===== src/rtl/kyber_pkg.sv =====
// Shared constants and FSM encoding for the Kyber byte encode/decode stream blocks.
package kyber_pkg;

    localparam int N_COEF = 256;
    localparam int D_MAX  = 12;

    typedef enum logic [1:0] {
        IDLE = 2'd0,
        RUN  = 2'd1,
        DONE = 2'd2
    } state_t;

    // A coefficient width is usable only in the range 1..dmax.
    function automatic logic d_sel_legal(input logic [3:0] d, input int unsigned dmax);
        return (d != 4'd0) && (32'(d) <= dmax);
    endfunction

endpackage


===== src/rtl/byte_encode_stream_if.sv =====
// Coefficient-in / byte-out stream bundle. The master side feeds coefficients and
// consumes bytes; the slave side is the encoder.
interface byte_encode_stream_if #(
    parameter int D_MAX = kyber_pkg::D_MAX
) ();

    logic             coef_valid;
    logic [D_MAX-1:0] coef_data;
    logic             coef_ready;
    logic             byte_valid;
    logic [7:0]       byte_data;
    logic             byte_last;
    logic             byte_ready;

    modport master (
        output coef_valid, coef_data, byte_ready,
        input  coef_ready, byte_valid, byte_data, byte_last
    );

    modport slave (
        input  coef_valid, coef_data, byte_ready,
        output coef_ready, byte_valid, byte_data, byte_last
    );

endinterface


===== src/rtl/byte_encode_stream.sv =====
// Packs N_COEF coefficients of d bits each into an LSB-first byte stream.
// A (D_MAX+8)-bit accumulator collects coefficient bits; bytes leave from the bottom.
module byte_encode_stream #(
    parameter int N_COEF = kyber_pkg::N_COEF,
    parameter int D_MAX  = kyber_pkg::D_MAX
) (
    input  logic                 clk,
    input  logic                 rst,
    input  logic                 start,
    input  logic [3:0]           d_sel,
    byte_encode_stream_if.slave  bus,
    output logic                 busy,
    output logic                 done
);

    import kyber_pkg::*;

    localparam int AW = D_MAX + 8;
    // Wide enough to hold both the fill ceiling D_MAX+7 and the constant 16.
    localparam int FW = $clog2(D_MAX + 17);
    localparam int CW = $clog2(N_COEF + 1);

    localparam logic [FW-1:0] FILL_BYTE = FW'(8);
    localparam logic [FW-1:0] FILL_TWO  = FW'(16);
    localparam logic [CW-1:0] CNT_END   = CW'(N_COEF);

    state_t        state_q, state_d;
    logic [AW-1:0] acc_q, acc_d;
    logic [FW-1:0] fill_q, fill_d;
    logic [CW-1:0] cnt_q, cnt_d;
    logic [3:0]    d_q, d_d;

    logic             byte_hs;
    logic             coef_acc;
    logic [D_MAX-1:0] coef_bits;
    logic [AW-1:0]    acc_base;
    logic [FW-1:0]    fill_base;

    // Stream handshakes and status outputs, all derived from registered state.
    always_comb begin
        bus.byte_valid = (state_q == RUN) && (fill_q >= FILL_BYTE);
        bus.byte_data  = acc_q[7:0];
        bus.byte_last  = (state_q == RUN) && (cnt_q == CNT_END) && (fill_q == FILL_BYTE);
        byte_hs        = bus.byte_valid && bus.byte_ready;
        // A coefficient fits only if the accumulator has room after any byte leaving this cycle.
        bus.coef_ready = (state_q == RUN) && (cnt_q < CNT_END) &&
                         ((fill_q < FILL_BYTE) || ((fill_q < FILL_TWO) && byte_hs));
        coef_acc       = bus.coef_valid && bus.coef_ready;
        busy           = (state_q == RUN);
        done           = (state_q == DONE);
    end

    // Next-state logic: drop the outgoing byte first, then append the new coefficient above the remaining bits.
    always_comb begin
        state_d   = state_q;
        acc_d     = acc_q;
        fill_d    = fill_q;
        cnt_d     = cnt_q;
        d_d       = d_q;
        coef_bits = bus.coef_data & ~({D_MAX{1'b1}} << d_q);
        acc_base  = byte_hs ? (acc_q >> 8) : acc_q;
        fill_base = byte_hs ? (fill_q - FILL_BYTE) : fill_q;

        unique case (state_q)
            IDLE: begin
                if (start && d_sel_legal(d_sel, D_MAX)) begin
                    state_d = RUN;
                    d_d     = d_sel;
                    acc_d   = '0;
                    fill_d  = '0;
                    cnt_d   = '0;
                end
            end
            RUN: begin
                acc_d  = acc_base;
                fill_d = fill_base;
                if (coef_acc) begin
                    acc_d  = acc_base | ({{8{1'b0}}, coef_bits} << fill_base);
                    fill_d = fill_base + {{(FW-4){1'b0}}, d_q};
                    cnt_d  = cnt_q + CW'(1);
                end
                if (byte_hs && bus.byte_last) begin
                    state_d = DONE;
                end
            end
            DONE: begin
                state_d = IDLE;
            end
            default: begin
                state_d = IDLE;
            end
        endcase
    end

    // State, accumulator and counter registers with synchronous reset.
    always_ff @(posedge clk) begin
        if (rst) begin
            state_q <= IDLE;
            acc_q   <= '0;
            fill_q  <= '0;
            cnt_q   <= '0;
            d_q     <= 4'd1;
        end else begin
            state_q <= state_d;
            acc_q   <= acc_d;
            fill_q  <= fill_d;
            cnt_q   <= cnt_d;
            d_q     <= d_d;
        end
    end

endmodule


===== src/flat_wrapper.sv =====
// flat-port wrapper written by rule: the top's interface ports become plain ports
module byte_encode_stream_flat import kyber_pkg::*;
#(
    parameter int N_COEF = kyber_pkg::N_COEF,
    parameter int D_MAX  = kyber_pkg::D_MAX
)
  (clk, rst, start, d_sel, busy, done, bus_coef_valid, bus_coef_data, bus_byte_ready, bus_coef_ready, bus_byte_valid, bus_byte_data, bus_byte_last);
  byte_encode_stream_if #(.D_MAX(D_MAX)) bus_i ();
  input  logic clk;
  input  logic rst;
  input  logic start;
  input  logic [3:0] d_sel;
  output logic busy;
  output logic done;
  input wire logic [$bits(bus_i.coef_valid)-1:0] bus_coef_valid;
  input wire logic [$bits(bus_i.coef_data)-1:0] bus_coef_data;
  input wire logic [$bits(bus_i.byte_ready)-1:0] bus_byte_ready;
  output wire logic [$bits(bus_i.coef_ready)-1:0] bus_coef_ready;
  output wire logic [$bits(bus_i.byte_valid)-1:0] bus_byte_valid;
  output wire logic [$bits(bus_i.byte_data)-1:0] bus_byte_data;
  output wire logic [$bits(bus_i.byte_last)-1:0] bus_byte_last;
  assign bus_i.coef_valid = bus_coef_valid;
  assign bus_i.coef_data = bus_coef_data;
  assign bus_i.byte_ready = bus_byte_ready;
  assign bus_coef_ready = bus_i.coef_ready;
  assign bus_byte_valid = bus_i.byte_valid;
  assign bus_byte_data = bus_i.byte_data;
  assign bus_byte_last = bus_i.byte_last;
  byte_encode_stream #(.N_COEF(N_COEF), .D_MAX(D_MAX)) u_core (.clk(clk), .rst(rst), .start(start), .d_sel(d_sel), .bus(bus_i), .busy(busy), .done(done));
endmodule

===== config.mk =====
export PLATFORM = sky130hd
export DESIGN_NAME = byte_encode_stream_flat
export DESIGN_NICKNAME = d
export VERILOG_FILES = /design/src/rtl/kyber_pkg.sv /design/src/rtl/byte_encode_stream_if.sv /design/src/rtl/byte_encode_stream.sv /design/src/flat_wrapper.sv
export SDC_FILE = /design/constraint.sdc
export NUM_CORES = 1
export LEC_CHECK = 0
export CORE_AREA = 2 2 78 80
export CTS_BUF_LIST = sky130_fd_sc_hd__clkbuf_16
export CTS_CLUSTER_SIZE = 14
export DETAILED_ROUTE_END_ITERATION = 12
export DIE_AREA = 0 0 80 82
export GPL_TIMING_DRIVEN = 0
export PLACE_DENSITY_LB_ADDON = 0.12
export RECOVER_POWER = 100
export SYNTH_ARGS = -nofsm -noshare
export SYNTH_HDL_FRONTEND = slang
export SYNTH_SLANG_ARGS = --single-unit

===== constraint.sdc =====
create_clock -name clk -period 8.5 [get_ports clk]
set_clock_uncertainty 0.1 [all_clocks]
set_input_delay 2.55 -clock clk [delete_from_list [all_inputs] [get_ports clk]]
set_output_delay 2.55 -clock clk [all_outputs]
set_load 0.1 [all_outputs]

* After elaboration in Yosys (flattened, before gate mapping)
Cells that the tools add are included. Widths: inputs -> output; s select.
Operators by class: shift operators 2, multiplexer cells 14, eq/ne operators 7, $add $sub $neg 3, reductions and logical operators 19, order comparisons 5, bitwise gates (word level) 3
Operator list (number):
- $mux 20 | 3
- $pmux 20 s2 | 1
- $or 20x20->20 | 1
- $shl 12x5->20 | 1
- $mux 9 | 2
- $pmux 9 s2 | 1
- $mux 5 | 3
- $and 12x12->12 | 1
- $not 12->12 | 1
- $shl 12x4->12 const A | 1
- $logic_and 1x1->1 | 11
- $pmux 5 s2 | 1
- $add 9x1->9 const B | 1
- $eq 9x9->1 const B | 1
- $lt 9x9->1 const B | 1
- $ne 2x1->1 const B | 3
- $reduce_and 2->1 | 3
- $add 5x4->5 | 1
- $eq 5x4->1 const B | 1
- $ge 5x4->1 const B | 1
- $lt 5x4->1 const B | 1
- $lt 5x5->1 const B | 1
- $sub 5x4->5 const B | 1
- $le 4x4->1 const B | 1
- other kinds (9) | 10
Storage, ports and cells: word-level logic and storage cells 58, output and inout port bits 13, bits in registers 40, input bits 21

* Longest topological paths before layout
depth in word-level cells 9, mapped depth 13, depth with buffers taken out 12

* Least setup slack after synthesis
OpenSTA, ideal clock, no wires.
path kind input -> output, start point input port bus_byte_ready, end point output port bus_coef_ready, stages 2, required time 5.850 ns, arrival time 3.474 ns, setup slack 2.376 ns, buffers on the path 0, path through nor2b_1 -> o21a_1
On the way: longest elaborated chain between the ends 4
RTL lines:
- start, declared | RTL line flat_wrapper.sv:17 | input wire logic [$bits(bus_i.byte_ready)-1:0] bus_byte_ready;
- $logic_and 1x1->1 | RTL line byte_encode_stream.sv:44 | byte_hs = bus.byte_valid && bus.byte_ready;
- $logic_and 1x1->1 | RTL line byte_encode_stream.sv:47 | ((fill_q < FILL_BYTE) || ((fill_q < FILL_TWO) && byte_hs));
- $logic_or 1x1->1 | RTL line byte_encode_stream.sv:47
- $logic_and 1x1->1 | RTL line byte_encode_stream.sv:46 | bus.coef_ready = (state_q == RUN) && (cnt_q < CNT_END) &&
- end, declared | RTL line flat_wrapper.sv:18 | output wire logic [$bits(bus_i.coef_ready)-1:0] bus_coef_ready;
Every way passes these cells.

* Worst setup path in the final report
Same ends and word-level chain as after synthesis.

==> metrics.csv <==
stage,metric,value,unit
sta,worstMarginPinSlew,0.984,ns
floorplanning,floorplan.initialDensity,47.8,%
synthesis,syn_inst,351,
power_and_ir_drop,pwr-share-seq,37.8,%
sta,grt_setup_unrepaired,no,
floorplanning,io_pins,34,
cells_and_area,layout.cells.most_common_list,"sky130_fd_sc_hd__dfxtp_1, sky130_fd_sc_hd__nand2_1, sky130_fd_sc_hd__nor2_1, sky130_fd_sc_hd__a21oi_1, sky130_fd_sc_hd__o21ai_0",
worst_setup_path,crit_path_start,bus_byte_ready,
sta,layout_worst_path_cycle_share,85.2,%
drt,route.detailed.wl_per_inst,15.6,um
drt,detail_route.iter0.violations,250,
clock_tree,hold_buffers,0,
clock_tree,cts_made_buffers,5,
worst_setup_path,path_max_fanout,3,
power_and_ir_drop,combinationalPowerShare,19.0,%
cells_and_area,mostFrequentLayoutCell,sky130_fd_sc_hd__dfxtp_1,
placed_design,dp.cells,459,
sta,finalSetupViolCount,0,
synthesis,synth_enable_flop_cells,0,
synthesis,synth-seq-area-share,29.1,%
worst_setup_path,timing.critical_path.from_type,input pin,
sta,layout_setup_ws,1.25,ns
placed_design,io_buffers,33,
synthesis,flops_latches_synth,40,
drt,routed-via-count,2742,
placed_design,placedInstanceArea,3170,um2
drt,post_route_ant_nets,0,
worst_setup_path,crit_slowest_cell,sky130_fd_sc_hd__dlygate4sd3_1,
cells_and_area,antenna_cells,0,
placed_design,pre_cts_slack,1.32,ns
clock_tree,post_cts_resize_count,0,
power_and_ir_drop,maximum_ir_drop_on_the_vdd_rail,76.6,uV
floorplanning,die-area,6560,um2
floorplanning,die-height,82,um
sta,fin_tns_setup,0,ns
sta,maxSlewHeadroom,34.2,%
drt,detail_route.vias_per_cell,5.87,
power_and_ir_drop,power.density_cell_area,155,nW/um2
drt,wirelength,7.27,mm
power_and_ir_drop,cell_internal_pwr,365,uW
drt,drcViolationCount,0,
global_route,via_count_of_the_first_global_routing_pass,2591,
cells_and_area,area.growth.synth_to_final,20.9,%
synthesis,avgSynthCellArea,7.83,um2
clock_tree,cts-root-to-sink-buffers,2,
clock_tree,clock_latency_reported_for_the_late_side_of_the_worst_skew_pair,0.29,ns
job,cap_viol_max_count,0,
worst_setup_path,critical_path.max_stage_delay,1.20,ns
floorplanning,rows,28,
power_and_ir_drop,p_sw_share,29.0,%
synthesis,post_synth_instance_area,2750,um2
global_route,grt_first_pass_wirelength,12.3,mm
worst_setup_path,worst-endpoint-arrival,4.60,ns
floorplanning,coreArea,5750,um2
placed_design,gp_congestion,0.946,
drt,first_pass_iters,5,
clock_tree,worst_setup_hold_path_clk_slew,0.06,ns
sta,timing.fmax,138,MHz
worst_setup_path,critPathKind,input pin to output port,
global_route,grtUsageTotal,23.9,%
sta,timing.final.crit_period,7.25,ns
power_and_ir_drop,net_switching,149,uW
sta,report.final.hold_viol_count,0,
worst_hold_path,launch_point_of_the_worst_hold_path,u_core.acc_q[12]$_SDFFE_PP0P_,
cells_and_area,num-nets-final,421,
power_and_ir_drop,power.leakage,0.00126,uW
drt,wl_met3,292,um
floorplanning,dieWidth,80,um
worst_setup_path,timing.rr.start,u_core.fill_q[4]$_SDFFE_PP0P_,
drt,wirelength_met1,3.35,mm
global_route,grt_overflow,0,
worst_hold_path,hold_path_class,flip-flop to flip-flop,
clock_tree,cts.sink_count,40,
sta,drv_slew,0,
global_route,antenna_found_initial,0,
clock_tree,ctsRootBufferMaster,sky130_fd_sc_hd__clkbuf_16,
clock_tree,post-cts-setup-buffer-count,0,
synthesis,synthesized_nets,381,
drt,highest_layer,met4,
global_route,maximum_number_of_pins_on_one_net_before_global_route_repair,15,
worst_setup_path,cp-end-kind,output port,
cells_and_area,drive_above_1_share,7.40,%
synthesis,async_flop_share,0,%
worst_setup_path,critical_path_required,5.85,ns
synthesis,synth_cell_type_count,60,
drt,detailroute.wirelength.met2,3.53,mm
clock_tree,cts_tree,yes,
synthesis,synth-warning-count,0,
clock_tree,htree_num_levels,2,
cells_and_area,fillers,578,
status,outcome,finished clean,
worst_setup_path,cell_chain_critical_path,clkdlybuf4s50_1 > nor2b_1 > o21a_1 > dlygate4sd3_1,
sta,final.hold.worst_slack,0.354,ns
placed_design,detailedPlacementHpwl,5.53,mm
cells_and_area,fin_cells,467,
power_and_ir_drop,clock_power_share,43.2,%
cells_and_area,layout_cell_area_excl_fill,3320,um2
synthesis,synth-main-ff-cell,sky130_fd_sc_hd__dfxtp_1,
cell usage after synthesis (3+ instances only):
| cell type | n | share of area (%) |
|---|---|---|
| sky130_fd_sc_hd__xor2_1 | 6 | 1.9 |
| sky130_fd_sc_hd__nor3_1 | 4 | 0.73 |
| sky130_fd_sc_hd__a211oi_1 | 10 | 2.7 |
| sky130_fd_sc_hd__ha_1 | 8 | 3.6 |
| sky130_fd_sc_hd__a31o_2 | 3 | 0.96 |
| sky130_fd_sc_hd__o21ai_0 | 20 | 3.6 |
| sky130_fd_sc_hd__a22oi_1 | 16 | 4.4 |
| sky130_fd_sc_hd__o31ai_1 | 3 | 0.82 |
| sky130_fd_sc_hd__nand4_1 | 4 | 0.91 |
| sky130_fd_sc_hd__dfxtp_1 | 40 | 29 |
| sky130_fd_sc_hd__mux2i_1 | 12 | 4.4 |
| sky130_fd_sc_hd__nand3b_1 | 4 | 1.1 |
| sky130_fd_sc_hd__inv_1 | 14 | 1.9 |
| sky130_fd_sc_hd__and2_1 | 3 | 0.68 |
| sky130_fd_sc_hd__nand2_1 | 36 | 4.9 |
| sky130_fd_sc_hd__buf_2 | 5 | 0.91 |
| sky130_fd_sc_hd__nor2b_1 | 3 | 0.68 |
| sky130_fd_sc_hd__or3_1 | 3 | 0.68 |
| sky130_fd_sc_hd__o22ai_1 | 4 | 0.91 |
| sky130_fd_sc_hd__nor2_1 | 33 | 4.5 |
| sky130_fd_sc_hd__nand2b_1 | 3 | 0.68 |
| sky130_fd_sc_hd__clkbuf_1 | 16 | 2.2 |
| sky130_fd_sc_hd__a21oi_1 | 20 | 3.6 |
| sky130_fd_sc_hd__nand3_1 | 18 | 3.3 |
| sky130_fd_sc_hd__xnor2_1 | 5 | 1.6 |
| sky130_fd_sc_hd__buf_4 | 8 | 2.2 |
| sky130_fd_sc_hd__o211ai_1 | 7 | 1.9 |
sequential cells by signal, indices dropped and copies added (netlist names):
signal,cells
u_core.fill_q,5
u_core.d_q,4
u_core.state_q,2
u_core.acc_q,20
u_core.cnt_q,9
per-stage QoR:
step | total power [uW] | utilization, %
floorplan | 265 | -
global placement | 295 | 55.2
detailed placement | 296 | 55.2
CTS | 517 | 58.2
global route | 533 | 57.8
finish | 514 | 57.8
power by group through the flow:
stage | Clock, uW | Combinational, uW | Sequential, uW
after global placement | 0 | 97.1 | 198
after detailed placement | 0 | 97.7 | 198
after CTS | 225 | 98.2 | 194
final | 222 | 97.5 | 194
after global routing | 232 | 107 | 195
after floorplan | 0 | 67.1 | 197
critical path, delay by kind of cell:
kind / cells / cell delay (ns)
buf+inv: 2 / 1.69
simple gates: 1 / 0.23
compound gates: 1 / 0.13
worst paths after layout:
path,slack (ns),endpoint,depth (start not counted)
setup / recovery,1.25,bus_coef_ready,4
hold / removal,0.35,u_core.acc_q[12]$_SDFFE_PP0P_,2
setup reg to reg,5.03,u_core.fill_q[4]$_SDFFE_PP0P_,13
hold reg to reg,0.35,u_core.acc_q[12]$_SDFFE_PP0P_,2
routing by layer:
metal | vias up | global-route usage [%]
li1 | 1363 | -
met1 | 1291 | 30.8
met2 | 79 | 41.8
met3 | 9 | 3.52
met4 | 0 | 6.44
met5 | - | 0
area by class of cell:
class                   count  area, um2  share of cell area [%]
well taps                  75       93.8                    2.82
clock inverters             3       47.5                    1.43
inverters                  16       60.1                    1.81
plain buffers              31        166                    5.01
flip-flops and latches     40        801                    24.1
clock buffers               5        125                    3.77
multi-input cells         264       1700                    51.1
repair buffers             33        330                    9.94
kinds of logic after synthesis:
logic type	count (synthesis)	synth area share (%)
muxes	13	5.19
and+or+nand+nor	122	21.5
buffers and inverters	47	8.29
AOI/OAI and AO/OA	109	28.0
DFF	40	29.1
xor gates and xnor gates	11	3.51
adders and majority gates	9	4.37
Power figures use the tool's default switching activity.
